### config.mk
export PLATFORM = sky130hd
export DESIGN_NAME = tlb_port_arbiter
export DESIGN_NICKNAME = d
export VERILOG_FILES = /design/src/rtl/tlb_port_arbiter.sv
export SDC_FILE = /design/constraint.sdc
export NUM_CORES = 1
export LEC_CHECK = 0
export ABC_AREA = 1
export CORE_UTILIZATION = 32
export CTS_BUF_LIST = sky130_fd_sc_hd__clkbuf_4 sky130_fd_sc_hd__clkbuf_8
export CTS_CLUSTER_DIAMETER = 40
export DETAILED_ROUTE_END_ITERATION = 7
export PLACE_DENSITY = 0.8
export RECOVER_POWER = 50
export SLEW_MARGIN = 20
export SYNTH_ARGS = -nofsm -noshare
export SYNTH_HDL_FRONTEND = slang
export SYNTH_SLANG_ARGS = --single-unit
### constraint.sdc
create_clock -name clk -period 1.4 [get_ports clk]
set_clock_uncertainty 0.05 [all_clocks]
set_input_delay 0.14 -clock clk [delete_from_list [all_inputs] [get_ports clk]]
set_output_delay 0.14 -clock clk [all_outputs]
set_load 0.03 [all_outputs]
### src/rtl/tlb_port_arbiter.sv
// ============================================================================
// Module   : tlb_port_arbiter
// Purpose  : Round-robin arbiter sharing one TLB lookup port between the
//            instruction-fetch and data requesters. Optional watchdog is
//            enabled by defining TLB_ARB_TIMEOUT_EN.
// Revision : 1.0
// ============================================================================
`default_nettype none

module tlb_port_arbiter #(
   parameter int VADDR_W = 32,
   parameter int PADDR_W = 32
) (
   input  logic               clk,
   input  logic               resetn,
   input  logic               i_req,
   input  logic [VADDR_W-1:0] i_vaddr,
   input  logic               d_req,
   input  logic [VADDR_W-1:0] d_vaddr,
   input  logic               d_write,
   output logic               i_ready,
   output logic               d_ready,
   output logic               i_resp_valid,
   output logic [PADDR_W-1:0] i_paddr,
   output logic               i_fault,
   output logic               d_resp_valid,
   output logic [PADDR_W-1:0] d_paddr,
   output logic               d_fault,
   output logic               tlb_req,
   output logic [VADDR_W-1:0] tlb_vaddr,
   output logic               tlb_write,
   input  logic               tlb_ready,
   input  logic               tlb_resp_valid,
   input  logic [PADDR_W-1:0] tlb_paddr,
   input  logic               tlb_fault,
   input  logic               op_busy
);

   typedef enum logic [1:0] {
      S_IDLE  = 2'd0,
      S_ISSUE = 2'd1,
      S_WAIT  = 2'd2
   } state_t;

   localparam logic c_OWN_I = 1'b0;
   localparam logic c_OWN_D = 1'b1;

   state_t               r_state;
   state_t               w_state_nxt;
   logic                 r_owner;
   logic                 r_last_grant;
   logic [VADDR_W-1:0]   r_lat_vaddr;
   logic                 r_lat_write;
   logic                 w_grant_i;
   logic                 w_grant_d;
   logic                 w_done;
   logic                 w_wdog_hit;
   logic [PADDR_W-1:0]   w_rsp_paddr;
   logic                 w_rsp_fault;

`ifdef TLB_ARB_TIMEOUT_EN
   logic [7:0] r_wdog;

   always_ff @(posedge clk or negedge resetn) begin
      if (!resetn) begin
         r_wdog <= 8'd0;
      end else if (w_grant_i || w_grant_d) begin
         r_wdog <= 8'd0;
      end else if (r_state != S_IDLE) begin
         r_wdog <= r_wdog + 8'd1;
      end
   end

   assign w_wdog_hit = (r_state != S_IDLE) && (r_wdog == 8'hFF) && !tlb_resp_valid;
`else
   assign w_wdog_hit = 1'b0;
`endif

   always_ff @(posedge clk or negedge resetn) begin
      if (!resetn) begin
         r_state <= S_IDLE;
      end else begin
         r_state <= w_state_nxt;
      end
   end

   // Grants are gated by resetn so no ready pulse escapes while reset is held.
   always_comb begin
      w_state_nxt = r_state;
      w_grant_i   = 1'b0;
      w_grant_d   = 1'b0;
      w_done      = 1'b0;
      tlb_req     = 1'b0;
      tlb_vaddr   = '0;
      tlb_write   = 1'b0;
      case (r_state)
         S_IDLE: begin
            if (resetn && !op_busy) begin
               if (d_req && (!i_req || (r_last_grant == c_OWN_I))) begin
                  w_grant_d = 1'b1;
               end else if (i_req) begin
                  w_grant_i = 1'b1;
               end
               if (i_req || d_req) begin
                  w_state_nxt = S_ISSUE;
               end
            end
         end
         S_ISSUE: begin
            tlb_req   = 1'b1;
            tlb_vaddr = r_lat_vaddr;
            tlb_write = r_lat_write;
            if (tlb_resp_valid || w_wdog_hit) begin
               w_done      = 1'b1;
               w_state_nxt = S_IDLE;
            end else if (tlb_ready) begin
               w_state_nxt = S_WAIT;
            end
         end
         S_WAIT: begin
            if (tlb_resp_valid || w_wdog_hit) begin
               w_done      = 1'b1;
               w_state_nxt = S_IDLE;
            end
         end
         default: begin
            w_state_nxt = S_IDLE;
         end
      endcase
   end

   always_ff @(posedge clk or negedge resetn) begin
      if (!resetn) begin
         r_owner      <= c_OWN_I;
         r_last_grant <= c_OWN_I;
         r_lat_vaddr  <= '0;
         r_lat_write  <= 1'b0;
      end else begin
         if (w_grant_d) begin
            r_owner     <= c_OWN_D;
            r_lat_vaddr <= d_vaddr;
            r_lat_write <= d_write;
         end else if (w_grant_i) begin
            r_owner     <= c_OWN_I;
            r_lat_vaddr <= i_vaddr;
            r_lat_write <= 1'b0;
         end
         if (w_done) begin
            r_last_grant <= r_owner;
         end
      end
   end

   // A watchdog completion reports a fault with a zero address.
   assign w_rsp_paddr  = tlb_resp_valid ? tlb_paddr : '0;
   assign w_rsp_fault  = tlb_resp_valid ? tlb_fault : 1'b1;

   assign i_ready      = w_grant_i;
   assign d_ready      = w_grant_d;
   assign i_resp_valid = w_done && (r_owner == c_OWN_I);
   assign d_resp_valid = w_done && (r_owner == c_OWN_D);
   assign i_paddr      = i_resp_valid ? w_rsp_paddr : '0;
   assign d_paddr      = d_resp_valid ? w_rsp_paddr : '0;
   assign i_fault      = i_resp_valid && w_rsp_fault;
   assign d_fault      = d_resp_valid && w_rsp_fault;

endmodule

`default_nettype wire

==> metrics.yaml <==
slew-limit-headroom: 0.647
viasPerCell: 4.83
rsz0062_at_grt: "yes"
root_buffer: "clkbuf_8"
grt_overflow: 0
avgRoutedWirePerCell_microns: 16.9
drtAntennaViolNets: 0
synthSimpleGateAreaFrac: 0.370
ir_drop_v: 0.000868
ff2ff_path_depth: 9
critPathArrivalTime_ps: 1710
leakagePower_nw: 3.48
nets: 817
powerDensity_nw_per_um2: 1550
post-route-cell-area_sq_um: 7020
synth.avg_cell_area_sq_um: 6.08
period_share: 1.36
gp_congestion: 0.849
clock_latency_ps: 290
synth-xor-area-share: 0
status: "finished, violations left"
grt_pass1_wl_microns: 19300
synth.mux.area_fraction: 0
vias: 3936
cts_tree: "done"
critPathCaptureType: "primary output"
syn_area_sq_um: 2790
drive_above_1_share: 0.530
wl_microns: 13800
dp_hpwl_microns: 7960
clockBufferDepth: 2
placed_area_sq_um: 5430
fillers: 427
whs_ps: 441
ys_ff_latch: 37
failed_checks: "negative setup slack"
synthToLayoutAreaGrowth_pct: 151
grtUsageTotal: 0.283
synth_cell_types: 20
die-area_sq_um: 9100
path_class: "reg2out"
detailedRoute.firstPassIterationCount: 5
slew_violations: 0
multi_input_area_sq_um: 2380
clk_pin_slew_worst_paths_ps: 70
hold_class: "in2reg"
cts_buffers: 5
seqCellArea_sq_um: 926
setup_ws_ps: -501
hold_depth: 5
power_mw: 10.9
synth_top_family_by_area: "simple AND/OR/NAND/NOR gates"
drc: 0
synth-compound-area-share: 0.0928
grt_start_max_net_pins: 38
synth_cells: 459
tns_ps: -53960
post-place-ws_ps: -243
die_h_microns: 95.4
yosysWarnings: 0
die_x_microns: 95.4
seq_area_frac_synth: 0.332
coreArea_sq_um: 8340
start_util: 0.335
rows: 33
drtIter0Drc: 160
cts.sinks: 37
worst_ep_required_time_ps: 1210
syn_nets: 567
finalSetupViolCount: 140
io_pins: 209
fin_crit_ps: 1900
port_buffers: 208
fmax_mhz: 526
cap_viol_max_count: 0
worst_slew_pin_slew_ps: 529
h-tree-depth: 2
antenna_found_initial: 1
critPathLaunchType: "flop"
finalHoldViolations: 0
synthAdderAreaFrac: 0.0135
grt_pass1_vias: 4055
path_max_fanout: 7
==> area by class of cell <==
type | instances | area share
diodes | 1 | 0.000357
clock buffers | 7 | 0.0128
inverters | 106 | 0.0608
multi-input cells | 291 | 0.339
flip-flops and latches | 37 | 0.132
well taps | 105 | 0.0187
repair buffers | 268 | 0.436
==> layer usage <==
layer / up-vias / track usage / wire length [microns]
li1: 1836 / - / -
met4: 0 / 0.118 / 501
met2: 241 / 0.540 / 7420
met3: 39 / 0.0510 / 983
met5: - / 0 / 0
met1: 1820 / 0.301 / 4910
==> through the flow <==
stage	std cells	utilization
2_1_floorplan	459	-
3_3_place_gp	773	0.651
3_5_place_dp	773	0.651
4_1_cts	807	0.793
5_1_grt	815	0.841
6_report	815	0.841
==> cells in the mapped netlist <==
library cell  count  area share
dfrtp_1          37        0.33
nand2_2           1      0.0022
ha_1              3       0.013
o22ai_1           1      0.0022
buf_6             3       0.012
inv_2             2      0.0027
nand2_1         144        0.19
nor2_4            1      0.0040
inv_1           103        0.14
o21bai_1         33       0.089
nor2_8            1      0.0072
nand3_1          33       0.059
buf_1             2      0.0027
buf_2             7       0.013
clkbuf_1         10       0.013
o21ai_0           1      0.0018
inv_4             1      0.0022
buf_4             3      0.0081
nor2_1           72       0.097
nand3_4           1      0.0063
==> cells by family (layout without fill, tap and decap cells) <==
group | Yosys count | in the layout
buffers and inverters | 131 | 381
AOI/OAI and AO/OA | 35 | 35
and+or+nand+nor | 253 | 253
DFF | 37 | 37
adders and majority gates | 3 | 3
other | 0 | 1
==> report_power, final <==
| part | total, mW | internal [mW] | switching (mW) | leakage (nW) |
|---|---|---|---|---|
| Combinational | 7.95 | 3.58 | 4.36 | 2.98 |
| Clock | 0.792 | 0.411 | 0.381 | 0.0477 |
| Sequential | 2.16 | 1.60 | 0.554 | 0.460 |
| Total | 10.9 | 5.60 | 5.30 | 3.48 |
==> sequential cells by signal, indices dropped and copies added, names as in the netlist <==
signal and count:
r_lat_write 1, r_owner 1, r_lat_vaddr 32, r_state 2, r_last_grant 1
==> cells in the final DEF (no fill, tap or decap), drive strengths merged <==
master,Yosys,routed
buf,15,160
nand2,145,145
inv,106,106
clkdlybuf4s50,0,103
nor2,74,74
dfrtp,37,37
nand3,34,34
o21bai,33,33
clkbuf,10,11
ha,3,3
diode,0,1
o22ai,1,1
o21ai,1,1
dlygate4sd3,0,1
==> path summary, 6_finish.rpt <==
kind                                   end  slack [ps]           start
min in group asynchronous  r_lat_vaddr[25]         650          resetn
max in group asynchronous  r_lat_vaddr[15]         290          resetn
max reg2reg                r_lat_vaddr[26]        -280      r_state[1]
min                         r_lat_vaddr[0]         440      d_vaddr[0]
min reg2reg                 r_lat_vaddr[0]         450  r_lat_vaddr[0]
max                            i_paddr[10]        -500      r_state[0]
==> repair_timing <==
action / 4_1_cts / 5_1_grt
hold endpoints to repair: 37 / 0
hold buffers: 1 / 0
buffers inserted: 18 / 18
resized for setup: 168 / 125
endpoints found under the setup margin: 139 / 140
cloned: 10 / 2
pin swaps: 36 / 35
==> critical path, stage by stage (launching register included) <==
cell and delay [ps]:
dfrtp_1 380, inv_2 70, ha_4 270, nand2_4 70, nor2_4 140, inv_6 90, buf_12 160, nor2_4 110
buf_6 140
No activity file was read; power rests on OpenSTA's default activity.
